[src/rtl/oled_pkg.sv]
// Shared types and constants for the SSD1306 power-up sequencer.
package oled_pkg;

   typedef enum logic [2:0] {
      IDLE,
      WAIT_NEXT,
      ACK,
      STOP,
      GAP
   } state_t;

   localparam int unsigned OLED_INIT_LEN = 25;
   localparam logic [7:0]  OLED_CTRL_CMD = 8'h00;
   localparam int unsigned IDX_W         = 5;

   // Index of the final byte in the stream (address, control, then the ROM).
   localparam logic [IDX_W-1:0] LAST_IDX = IDX_W'(OLED_INIT_LEN + 1);

endpackage

[src/rtl/oled_init_rom.sv]
// SSD1306 power-up command list, one byte per index.
module oled_init_rom
   import oled_pkg::*;
(
   input  logic [IDX_W-1:0] index,
   output logic [7:0]       data_c
);

   always_comb begin
      data_c = 8'h00;
      unique case (index)
         5'd0:  data_c = 8'hAE;
         5'd1:  data_c = 8'hD5;
         5'd2:  data_c = 8'h80;
         5'd3:  data_c = 8'hA8;
         5'd4:  data_c = 8'h3F;
         5'd5:  data_c = 8'hD3;
         5'd6:  data_c = 8'h00;
         5'd7:  data_c = 8'h40;
         5'd8:  data_c = 8'h8D;
         5'd9:  data_c = 8'h14;
         5'd10: data_c = 8'h20;
         5'd11: data_c = 8'h00;
         5'd12: data_c = 8'hA1;
         5'd13: data_c = 8'hC8;
         5'd14: data_c = 8'hDA;
         5'd15: data_c = 8'h12;
         5'd16: data_c = 8'h81;
         5'd17: data_c = 8'hCF;
         5'd18: data_c = 8'hD9;
         5'd19: data_c = 8'hF1;
         5'd20: data_c = 8'hDB;
         5'd21: data_c = 8'h40;
         5'd22: data_c = 8'hA4;
         5'd23: data_c = 8'hA6;
         5'd24: data_c = 8'hAF;
         default: data_c = 8'h00;
      endcase
   end

endmodule

[src/rtl/oled_init_sequencer.sv]
// Drives the I2C byte engine through one address+control+init-list transaction.
// OLED_SEQ_WATCHDOG_EN adds a per-byte timeout that aborts a stalled transfer.
module oled_init_sequencer
   import oled_pkg::*;
#(
   parameter logic [7:0]  ADDR_BYTE      = 8'h78,
   parameter int unsigned GAP_CYCLES     = 16,
   parameter int unsigned TIMEOUT_CYCLES = 1024
) (
   input  logic       clock,
   input  logic       reset,
   input  logic       start,
   output logic       busy,
   output logic       done,
   output logic       error,
   output logic       i2c_enable,
   output logic [7:0] i2c_command,
   output logic       i2c_ack,
   input  logic       i2c_next,
   input  logic       i2c_trouble
);

   localparam int unsigned GAP_W = $clog2(GAP_CYCLES);

   if (GAP_CYCLES < 8 || TIMEOUT_CYCLES < 2) begin : g_param_check
      $error("oled_init_sequencer: GAP_CYCLES must be >= 8 and TIMEOUT_CYCLES >= 2");
   end

   state_t           state, state_nxt;
   logic [IDX_W-1:0] idx, idx_nxt;
   logic [GAP_W-1:0] gap, gap_nxt;
   logic             busy_nxt, done_nxt, error_nxt, enable_nxt, ack_nxt;
   logic [7:0]       command_nxt;
   logic [7:0]       rom_data_c;

   // idx holds the byte currently on the bus; the next byte is ROM entry idx-1.
   oled_init_rom u_rom (
      .index  (idx - IDX_W'(1)),
      .data_c (rom_data_c)
   );

`ifdef OLED_SEQ_WATCHDOG_EN
   localparam int unsigned WD_W = $clog2(TIMEOUT_CYCLES);
   localparam logic [WD_W-1:0] WD_LAST = WD_W'(TIMEOUT_CYCLES - 1);
   logic [WD_W-1:0] wd, wd_nxt;
`endif

   always_ff @(posedge clock) begin
      if (reset) state <= IDLE;
      else       state <= state_nxt;
   end

   always_ff @(posedge clock) begin
      if (reset) begin
         idx         <= '0;
         gap         <= '0;
         busy        <= 1'b0;
         done        <= 1'b0;
         error       <= 1'b0;
         i2c_enable  <= 1'b0;
         i2c_ack     <= 1'b0;
         i2c_command <= 8'h00;
`ifdef OLED_SEQ_WATCHDOG_EN
         wd          <= '0;
`endif
      end else begin
         idx         <= idx_nxt;
         gap         <= gap_nxt;
         busy        <= busy_nxt;
         done        <= done_nxt;
         error       <= error_nxt;
         i2c_enable  <= enable_nxt;
         i2c_ack     <= ack_nxt;
         i2c_command <= command_nxt;
`ifdef OLED_SEQ_WATCHDOG_EN
         wd          <= wd_nxt;
`endif
      end
   end

   always_comb begin
      state_nxt   = state;
      idx_nxt     = idx;
      gap_nxt     = gap;
      busy_nxt    = busy;
      done_nxt    = 1'b0;
      error_nxt   = error;
      enable_nxt  = i2c_enable;
      ack_nxt     = i2c_ack;
      command_nxt = i2c_command;
`ifdef OLED_SEQ_WATCHDOG_EN
      wd_nxt      = wd;
`endif
      unique case (state)
         IDLE: begin
            if (start) begin
               command_nxt = ADDR_BYTE;
               enable_nxt  = 1'b1;
               busy_nxt    = 1'b1;
               error_nxt   = 1'b0;
               idx_nxt     = '0;
               state_nxt   = WAIT_NEXT;
`ifdef OLED_SEQ_WATCHDOG_EN
               wd_nxt      = '0;
`endif
            end
         end
         WAIT_NEXT: begin
            if (i2c_trouble) begin
               error_nxt = 1'b1;
               ack_nxt   = 1'b0;
               state_nxt = STOP;
            end else if (i2c_next) begin
               if (idx == LAST_IDX) begin
                  state_nxt = STOP;
               end else begin
                  idx_nxt     = idx + IDX_W'(1);
                  command_nxt = (idx == '0) ? OLED_CTRL_CMD : rom_data_c;
                  ack_nxt     = 1'b1;
                  state_nxt   = ACK;
               end
`ifdef OLED_SEQ_WATCHDOG_EN
            end else if (wd == WD_LAST) begin
               error_nxt = 1'b1;
               state_nxt = STOP;
            end else begin
               wd_nxt = wd + WD_W'(1);
`endif
            end
         end
         ACK: begin
            if (i2c_trouble) begin
               error_nxt = 1'b1;
               ack_nxt   = 1'b0;
               state_nxt = STOP;
            end else if (!i2c_next) begin
               ack_nxt   = 1'b0;
               state_nxt = WAIT_NEXT;
`ifdef OLED_SEQ_WATCHDOG_EN
               wd_nxt    = '0;
            end else if (wd == WD_LAST) begin
               error_nxt = 1'b1;
               ack_nxt   = 1'b0;
               state_nxt = STOP;
            end else begin
               wd_nxt = wd + WD_W'(1);
`endif
            end
         end
         STOP: begin
            // Engine closes the bus on its own once enable drops.
            enable_nxt = 1'b0;
            gap_nxt    = GAP_W'(GAP_CYCLES - 1);
            state_nxt  = GAP;
         end
         GAP: begin
            if (gap == '0) begin
               done_nxt  = 1'b1;
               busy_nxt  = 1'b0;
               state_nxt = IDLE;
            end else begin
               gap_nxt = gap - GAP_W'(1);
            end
         end
         default: state_nxt = IDLE;
      endcase
   end

endmodule

[config.mk]
export PLATFORM = sky130hd
export DESIGN_NAME = oled_init_sequencer
export DESIGN_NICKNAME = d
export VERILOG_FILES = /design/src/rtl/oled_pkg.sv /design/src/rtl/oled_init_rom.sv /design/src/rtl/oled_init_sequencer.sv
export SDC_FILE = /design/constraint.sdc
export NUM_CORES = 1
export LEC_CHECK = 0
export BUFFER_PORTS_ARGS = -buffer_cell sky130_fd_sc_hd__buf_2
export CAP_MARGIN = 20
export CORE_MARGIN = 3
export CORE_UTILIZATION = 37
export CTS_BUF_LIST = sky130_fd_sc_hd__clkbuf_16
export CTS_CLUSTER_SIZE = 28
export DETAILED_ROUTE_END_ITERATION = 12
export GPL_TIMING_DRIVEN = 1
export SYNTH_ARGS = -nofsm -noshare
export SYNTH_HDL_FRONTEND = slang
export SYNTH_SLANG_ARGS = --single-unit
[constraint.sdc]
create_clock -name clock -period 3.4 [get_ports clock]
set_input_delay 0.34 -clock clock [delete_from_list [all_inputs] [get_ports clock]]
set_output_delay 0.34 -clock clock [all_outputs]
set_load 0.02 [all_outputs]
==> summary.txt, run 1 <==
Syn_area_per_cell - 7.779 um2
Fillers - 550
Synthesized area - 2116 um2
Initial Utilization - 39.90%
Die Ht - 81.62 um
Tcrit/Tclk final - 77.09%
Drt total wl - 5556 um
DP Area - 2200 um2
# DRC - 0
Synth top cells by count - nor2_1 (30), a21oi_1 (29), dfxtp_1 (25)
Port buffer count - 17
Via density - 5.835
Post-Layout Cell Count - 346
Pre-antenna DRT Iters - 4
Layout cells sized above 1 - 16.67%
Num ports - 18
Critical path, cell by cell - inv_1, ha_1, nor3b_4, xor2_1, mux2_2, a32oi_1, nand2_1
Vias post-DR - 2019
Critical path type - flip-flop to flip-flop
Worst flop-to-flop path startpoint - idx[0]
GP Congestion - 0.8728
Wire per inst - 16.06 um
Slowest CP cell - ha_1
Global Route Usage Sum - 17.76%
Syn nets - 284
DRT iter0 DRCs - 156
Final setup viols - 0
Reg2Reg Depth - 7
Clock latency reported for the late side of the worst-skew pair - 0.27 ns
Maximum vdd drop - 0.0002866 V
Largest net degree at the start of global routing - 31
Critical Path Source - idx[0]
PwrDens - 348.1 nW/um2
Routed Antenna Nets - 0
Max-cap violations - 0
CTS Buf Count - 3
Cell area after layout - 2282 um2
Ranking of synthesized cells by area - dfxtp_1 (24%), a21oi_1 (6.9%), nor2_1 (5.3%)
Placed cells - 342
Worst R2R Setup Slack - 0.78 ns
Grt ovf - 0
Synth top area share - 23.65%
Diode count - 0
Fraction of registers with async set/reset - 0%
Top-count cell post-synth - nor2_1
Synth Warn # - 0
Fin crit period - 2.621 ns
Unrepaired setup endpoints after global routing - false
CTS Sinks - 25
Max-slew violation count - 0
CP delay by family, top - adder cells
Setup bufs post-CTS - 0
CTS Buffer Depth - 2
CP Depth - 7
Die width - 81.62 um
Setup crit start kind - flip-flop
Worst hold-check path type - primary input to flip-flop
R2R Path End - i2c_command[2]
Global-route wire length before repair - 9349 um
Peak Freq - 381.5 MHz
Post-Synthesis Cells - 272
WHS - 0.4317 ns
Hold Buf Count CTS - 0
Post-layout util - 43.04%
CP Buf/Inv Count - 1
Clock Skew - 0.004822 ns
Core Area - 5303 um2
Max transition margin - 25.56%
Post-synthesis sequential area ratio - 23.65%
Synth unique cells - 70
Die Footprint - 6662 um2
DP Wirelength - 3830 um
Setup TNS - 0 ns
Layout area overhead - 7.865%
Most used DFF post-synth - dfxtp_1
WP data required - 3.56 ns
P_leak - 0.8798 nW
Largest stage delay, worst path - 0.48 ns
Core Rows - 26
Actual slew at the worst max-slew pin - 1.115 ns
CTS tree - built
Crit end category - flip-flop
Outcome - finished clean
CTS resizes - 0
Maximum net fanout on the critical path - 14
Vias in the first global route - 1940
Worst Path Arrival - 2.78 ns
Initial antenna violation count - 0
Count of final hold-check violations - 0
Worst-path clk slew - 0.07 ns
#FFs+latches synth - 25
CP endpoint - i2c_command[2]
H-tree depth - 1
Fin nets - 289
Root buffer cell - clkbuf_16
Area leader, netlist - dfxtp_1
Post-synth EDFFs - 0
## cells in the final DEF, fill, tap and decap left out, types with 3 or more instances in the layout
master / Yosys / layout
nor3_1: 6 / 6
nand3_1: 5 / 5
ha_1: 7 / 7
xnor2_1: 6 / 6
buf_2: 9 / 17
buf_4: 1 / 4
o31ai_1: 3 / 3
nor3b_1: 4 / 4
a32oi_1: 3 / 3
xor2_1: 4 / 4
clkbuf_16: 0 / 3
a211oi_1: 4 / 4
inv_1: 15 / 15
mux2_2: 3 / 3
nor2_1: 30 / 30
and2_1: 3 / 3
nor4_1: 3 / 3
dfxtp_1: 25 / 25
a21oi_1: 29 / 29
o21ai_0: 12 / 12
a221oi_1: 4 / 4
nand2b_1: 3 / 3
nor2b_1: 10 / 10
nand2_1: 13 / 13
## flip-flops by register name (all words and copies together), names as in the netlist
signal / count
busy: 1
idx: 5
i2c_ack: 1
i2c_command: 8
error: 1
gap: 4
done: 1
i2c_enable: 1
state: 3
## final cells by class
cell class              instances  area, um2  share of cell area [%]
repair buffers                 21      115.1                   5.044
well taps                      70      87.58                   3.838
inverters                      15      56.30                   2.467
flip-flops and latches         25      500.5                   21.93
clock buffers                   3      75.07                   3.289
clock inverters                 1      7.507                  0.3289
multi-input cells             211       1440                   63.10
## per-layer routing
metal	global-route usage, %	up-vias	routed length, um
met5	0	-	0
met4	5.150	0	74
met3	2.961	8	276
met2	29.23	53	2559
met1	23.83	950	2645
li1	-	1008	-
## through the flow
stage | worst slack (ns) | power [mW]
after floorplan | 1.295 | 0.4732
after global routing | 0.6043 | 0.8339
after global placement | 0.9014 | 0.5195
final | 0.7791 | 0.7944
after detailed placement | 0.8271 | 0.5198
after CTS | 0.8012 | 0.8018
## cell families (layout without fill, tap and decap cells)
logic type,count (synthesis),in the layout,share of synthesized area [%]
buf+inv,36,40,8.279
fa+ha+maj,7,7,4.139
compound gates,89,89,29.15
mux,6,6,3.252
xor+xnor,10,10,4.139
flops,25,25,23.65
simple gates,99,99,27.38
## how the worst min path moves through the flow
stage / startpoint / slack (ns) / cells past startpoint / endpoint
CTS: i2c_next / 0.43 / 3 / state[1]
detailed placement: i2c_command[0] / 0.46 / 1 / i2c_command[0]
global placement: i2c_command[0] / 0.45 / 1 / i2c_command[0]
finish: i2c_next / 0.43 / 3 / state[1]
global route: i2c_next / 0.45 / 3 / state[1]
floorplan: gap[1] / 0.47 / 2 / gap[1]
## where the power goes
part           leakage [nW]  switching (mW)  internal, mW  total [mW]
clock                0.0371           0.119         0.160       0.279
sequential            0.204          0.0225         0.314       0.336
combinational         0.639           0.111        0.0679       0.179
## worst min-delay path: cells and delay by family
family | cells | cell delay [ns]
and+or+nand+nor | 2 | 0.20
buffers and inverters | 1 | 0.12
Power figures use the tool's default switching activity.
==> run 2: changes to the inputs <==
clock period = 2.75 ns   (was 3.4 ns; I/O delays follow)
==> run 2 against run 1 <==
  * Via count grew 0.79%
  * Cell count grew 1.2%
  * Hold slack lost 0.075 ns
  * Largest power group unchanged
==> summary.txt, run 2 (synthesis gave the netlist of run 1 again) <==
Pre-antenna DRT Iters - 4 (unchanged)
Setup bufs post-CTS - 0 (unchanged)
CP Buf/Inv Count - 1 (unchanged)
Die Ht - 81.62 um (unchanged)
Max-cap violations - 0 (unchanged)
H-tree depth - 1 (unchanged)
CTS Sinks - 25 (unchanged)
Drt total wl - 5564 um (+0.14%)
Core Area - 5303 um2 (unchanged)
CP delay by family, top - compound AO/OA/AOI/OAI gates
Top flop regs - i2c_command (8), idx (5), gap (4)
Tcrit/Tclk final - 89.12% (+12 points)
Largest stage delay, worst path - 0.64 ns (+0.16 ns)
Global-route wire length before repair - 9535 um (+2.0%)
Largest Register - i2c_command
Initial antenna violation count - 0 (unchanged)
Outcome - finished clean
Core Rows - 26 (unchanged)
CTS Buffer Depth - 2 (unchanged)
Worst Path Arrival - 2.63 ns (-0.15 ns)
Post-layout util - 43.56% (+0.52 points)
CP Depth - 7 (unchanged)
GP Congestion - 0.8475 (-2.9%)
CTS Buf Count - 3 (unchanged)
Critical path type - flip-flop to flip-flop
Final setup viols - 0 (unchanged)
Num ports - 18 (unchanged)
Crit end category - flip-flop
Fillers - 526 (-4.4%)
Via density - 5.814 (-0.36%)
Setup crit start kind - flip-flop
Hold Buf Count CTS - 0 (unchanged)
P_leak - 0.9028 nW (+2.6%)
Setup TNS - 0 ns (unchanged)
# DRC - 0 (unchanged)
Total power - 0.9735 mW (+23%)
Root buffer cell - clkbuf_16
PwrDens - 421.5 nW/um2 (+21%)
DP Wirelength - 3916 um (+2.3%)
Slowest CP cell - ha_1
Routed Antenna Nets - 0 (unchanged)
CTS tree - built
DRT iter0 DRCs - 252 (+62%)
WHS Path Cells - 3 (unchanged)
Wire per inst - 15.90 um (-1.0%)
Actual slew at the worst max-slew pin - 0.7226 ns (-0.3925 ns)
Fin nets - 293 (+1.4%)
Die Footprint - 6662 um2 (unchanged)
Reg2Reg Depth - 7 (unchanged)
Vias post-DR - 2035 (+0.79%)
Initial Utilization - 39.90% (unchanged)
Grt ovf - 0 (unchanged)
WP data required - 2.93 ns (-0.63 ns)
Count of final hold-check violations - 0 (unchanged)
Clock latency reported for the late side of the worst-skew pair - 0.27 ns (about the same)
Critical path, cell by cell - inv_1, ha_1, nor2b_1, a221o_1, a21boi_0, o2111ai_1, a211oi_1
Maximum vdd drop - 0.0002511 V (-12%)
Unrepaired setup endpoints after global routing - false
Die width - 81.62 um (unchanged)
Maximum net fanout on the critical path - 14 (unchanged)
Layout cells sized above 1 - 17.86% (+1.2 points)
Peak Freq - 408.0 MHz (+6.9%)
Clock Skew - 0.003927 ns (-0.0008954 ns)
Worst-path clk slew - 0.07 ns (about the same)
Largest net degree at the start of global routing - 32 (+3.2%)
Layout area overhead - 9.166%
Max reg flops - 8 (unchanged)
Max-slew violation count - 0 (unchanged)
Most common cell after layout, fill and taps aside - nor2_1
Fin crit period - 2.451 ns (-0.1700 ns)
Worst hold-check path type - primary input to flip-flop
Port buffer count - 17 (unchanged)
Max transition margin - 51.76% (+26 points)
Commonest cells after routing, fill and taps aside - nor2_1 (30), a21oi_1 (29), dfxtp_1 (25), buf_2 (17), inv_1 (15)
CTS resizes - 0 (unchanged)
Vias in the first global route - 1868 (-3.7%)
Global Route Usage Sum - 18.06% (+0.30 points)
Diode count - 0 (unchanged)
## run 2: changes by cell type in the layout (fill, tap and decap cells not counted), sizes merged
cell,before,now
buf,21,25
clkinv,0,1
clkinvlp,1,0
## run 2: worst paths after layout
check	startpoint	endpoint	slack, ns
setup reg to reg	idx[0]	i2c_command[6]	0.30
setup / recovery	idx[0]	i2c_command[6]	0.30
hold / removal	i2c_next	state[1]	0.36
hold reg to reg	busy	busy	0.48
## run 2: worst min-delay path, cell delays in order
cell    delay, ns
buf_2        0.11
nor2_1       0.12
nor4_1       0.07
## run 2: routing by layer
layer / wire length, um / GRT usage [%] / up-vias / share of wire [%]
li1: - / - / 1012 / -
met1: 2752 / 25.90 / 938 / 49
met2: 2415 / 28.09 / 77 / 43
met3: 311 / 3.180 / 8 / 5.6
met4: 85 / 4.153 / 0 / 1.5
met5: 0 / 0 / - / 0
## run 2: final cells by class
cell class / count / area [um2] / area share, %
clock buffer: 3 / 75.07 / 3.250
clock inverter: 1 / 5.005 / 0.2167
timing repair buffer: 25 / 145.1 / 6.284
multi-input combinational: 211 / 1440 / 62.35
sequential: 25 / 500.5 / 21.67
inverter: 15 / 56.30 / 2.438
tap: 70 / 87.58 / 3.792
## run 2: power breakdown
part           internal, mW  total (mW)  switching [mW]
Combinational        0.0849       0.222           0.137
Sequential            0.388       0.416          0.0275
Clock                 0.197       0.336           0.139
Total                 0.670       0.973           0.304
## run 2: per-stage QoR
step | hold WS, ns | setup slack, ns | std cells | cell area, um2
after floorplan | 0.4653 | 0.6446 | 272 | 2116
after global placement | 0.4622 | 0.3318 | 346 | 2230
after detailed placement | 0.4739 | 0.3335 | 346 | 2230
after CTS | 0.3499 | 0.2987 | 350 | 2310
after global routing | 0.3658 | 0.06990 | 350 | 2310
final | 0.3568 | 0.2991 | 350 | 2310
==> run 3: changes to the inputs <==
PLACE_DENSITY = 0.64   (was unset)
==> run 3 against run 2 <==
  * Worst setup slack improved by 0.046 ns
  * Non-clock buffer count increased by 1
  * Flip-flop and latch count unchanged
  * Combinational power about the same
  * Register-to-register slack improved by 0.05 ns
  * Cell count increased by 0.29%
  * Critical path depth increased by 1
  * Routed wire length increased by 5.3%
  * Die area unchanged
  * Sequential power about the same
  * First-iteration DRC count decreased by 15%
  * Design area increased by 0.27%
  * Largest cell class unchanged
  * Largest power group unchanged
==> summary.txt, run 3 (synthesis gave the netlist of run 1 again) <==
Outcome - finished clean
Setup TNS - 0 ns (unchanged)
Actual slew at the worst max-slew pin - 0.7042 ns (-0.01841 ns)
Layout cells sized above 1 - 17.79% (-0.064 points)
Worst-path clk slew - 0.07 ns (about the same)
Via density - 5.897 (+1.4%)
CTS Buffer Depth - 2 (unchanged)
Core Area - 5303 um2 (unchanged)
Grt ovf - 0 (unchanged)
Cell internal pwr - 0.6689 mW (-0.12%)
Psw - 0.3055 mW (+0.56%)
Register share of total power - 42.8% (about the same)
Pre-antenna DRT Iters - 4 (unchanged)
Post-place setup slack - 0.4125 ns (+0.07902 ns)
CTS Buf Count - 3 (unchanged)
Global-route wire length before repair - 9577 um (+0.44%)
Post-layout util - 43.68% (+0.12 points)
M1 WL - 2682 um (-2.5%)
Core Rows - 26 (unchanged)
CTS tree - built
P_leak - 0.9109 nW (+0.89%)
Max-slew violation count - 0 (unchanged)
Maximum vdd drop - 0.0002780 V (+11%)
CTS Sinks - 25 (unchanged)
Routed Antenna Nets - 0 (unchanged)
Total power - 0.9744 mW (about the same)
Drt total wl - 5861 um (+5.3%)
DRT iter0 DRCs - 213 (-15%)
Met2 WL - 2702 um (+12%)
DP Wirelength - 4061 um (+3.7%)
Maximum net fanout on the critical path - 18 (+4)
Unrepaired setup endpoints after global routing - false
Routed wl met3 - 385 um (+24%)
Worst hold-check path type - primary input to flip-flop
Max reg flops - 8 (unchanged)
Initial Utilization - 39.90% (unchanged)
H-tree depth - 1 (unchanged)
Tcrit/Tclk final - 87.47% (-1.7 points)
Num ports - 18 (unchanged)
Clock latency reported for the late side of the worst-skew pair - 0.26 ns (about the same)
Worst R2R Setup Slack - 0.34 ns (+0.05 ns)
Top flop regs - i2c_command (8), idx (5), gap (4)
Max-cap violations - 0 (unchanged)
Count of final hold-check violations - 0 (unchanged)
Final setup viols - 0 (unchanged)
GP Congestion - 0.9253 (+9.2%)
PwrDens - 420.7 nW/um2 (-0.18%)
Clock Skew - 0.003116 ns (-0.0008102 ns)
Setup bufs post-CTS - 0 (unchanged)
Layout area overhead - 9.462%
Global Route Usage Sum - 18.53% (+0.47 points)
Most common cell after layout, fill and taps aside - nor2_1
WP data required - 2.93 ns (about the same)
Largest Register - i2c_command
# DRC - 0 (unchanged)
Wire per inst - 16.70 um (+5.0%)
Port buffer count - 17 (unchanged)
Fin nets - 294 (+0.34%)
Worst Path Arrival - 2.59 ns (-0.04 ns)
Hold Buf Count CTS - 0 (unchanged)
Critical path type - flip-flop to flip-flop
Setup slack after layout - 0.3446 ns (+0.04554 ns)
Largest net degree at the start of global routing - 28 (-13%)
Vias in the first global route - 1851 (-0.91%)
Fillers - 525 (-0.19%)
Die Ht - 81.62 um (unchanged)
Initial antenna violation count - 0 (unchanged)
Top Metal Used - met4
Die Footprint - 6662 um2 (unchanged)
Clk pwr share - 34.1% (-0.4 points)
Diode count - 0 (unchanged)
WHS - 0.3422 ns (-0.01456 ns)
Fin crit period - 2.405 ns (-0.04554 ns)
Root buffer cell - clkbuf_16
Vias post-DR - 2070 (+1.7%)
Crit end category - flip-flop
Die width - 81.62 um (unchanged)
CTS resizes - 0 (unchanged)
Combinational power share - 23.1% (+0.3 points)
Peak Freq - 415.7 MHz (+1.9%)
Max transition margin - 52.99% (+1.2 points)
Setup crit start kind - flip-flop
Switch share - 31.35% (+0.15 points)
Commonest cells after routing, fill and taps aside - nor2_1 (30), a21oi_1 (29), dfxtp_1 (25), buf_2 (17), inv_1 (16)
-- run 3: power by group through the flow --
stage,Sequential (mW),Combinational (mW),Clock (mW)
floorplan,0.433,0.152,0
global placement,0.424,0.221,0
detailed placement,0.425,0.222,0
CTS,0.417,0.223,0.338
global route,0.421,0.248,0.349
finish,0.417,0.225,0.333
-- run 3: path summary, 6_finish.rpt --
| path | startpoint | to | cells after the start |
|---|---|---|---|
| worst max-delay path | idx[0] | i2c_command[6] | 8 |
| worst min-delay path | i2c_next | state[1] | 3 |
| worst max register to register | idx[0] | i2c_command[6] | 8 |
| worst min register to register | i2c_command[0] | i2c_command[0] | 1 |
-- run 3: final cells by class --
| cell class | instances | area (um2) | area share, % |
|---|---|---|---|
| Multi-Input combinational cell | 211 | 1440 | 62.18 |
| Sequential cell | 25 | 500.5 | 21.61 |
| Timing Repair Buffer | 26 | 152.6 | 6.591 |
| Tap cell | 70 | 87.58 | 3.782 |
| Clock buffer | 3 | 75.07 | 3.241 |
| Inverter | 15 | 56.30 | 2.431 |
| Clock inverter | 1 | 3.754 | 0.1621 |
-- run 3: layer usage --
metal,global-route usage (%),vias up
li1,-,1020
met1,25.40,973
met2,30.78,67
met3,2.412,10
met4,4.485,0
met5,0,-
-- run 3: critical path, stage by stage (launching register included) --
cell and delay, ns:
dfxtp_1 0.50, inv_1 0.18, ha_1 0.37, buf_4 0.25, nor2b_1 0.18, a221o_1 0.31
a21boi_0 0.16, o2111ai_1 0.14, a211oi_1 0.23
-- run 3: stage by stage --
step / cell area (um2) / instances
global route: 2316 / 351
global placement: 2237 / 347
detailed placement: 2237 / 347
finish: 2316 / 351
floorplan: 2116 / 272
CTS: 2316 / 351
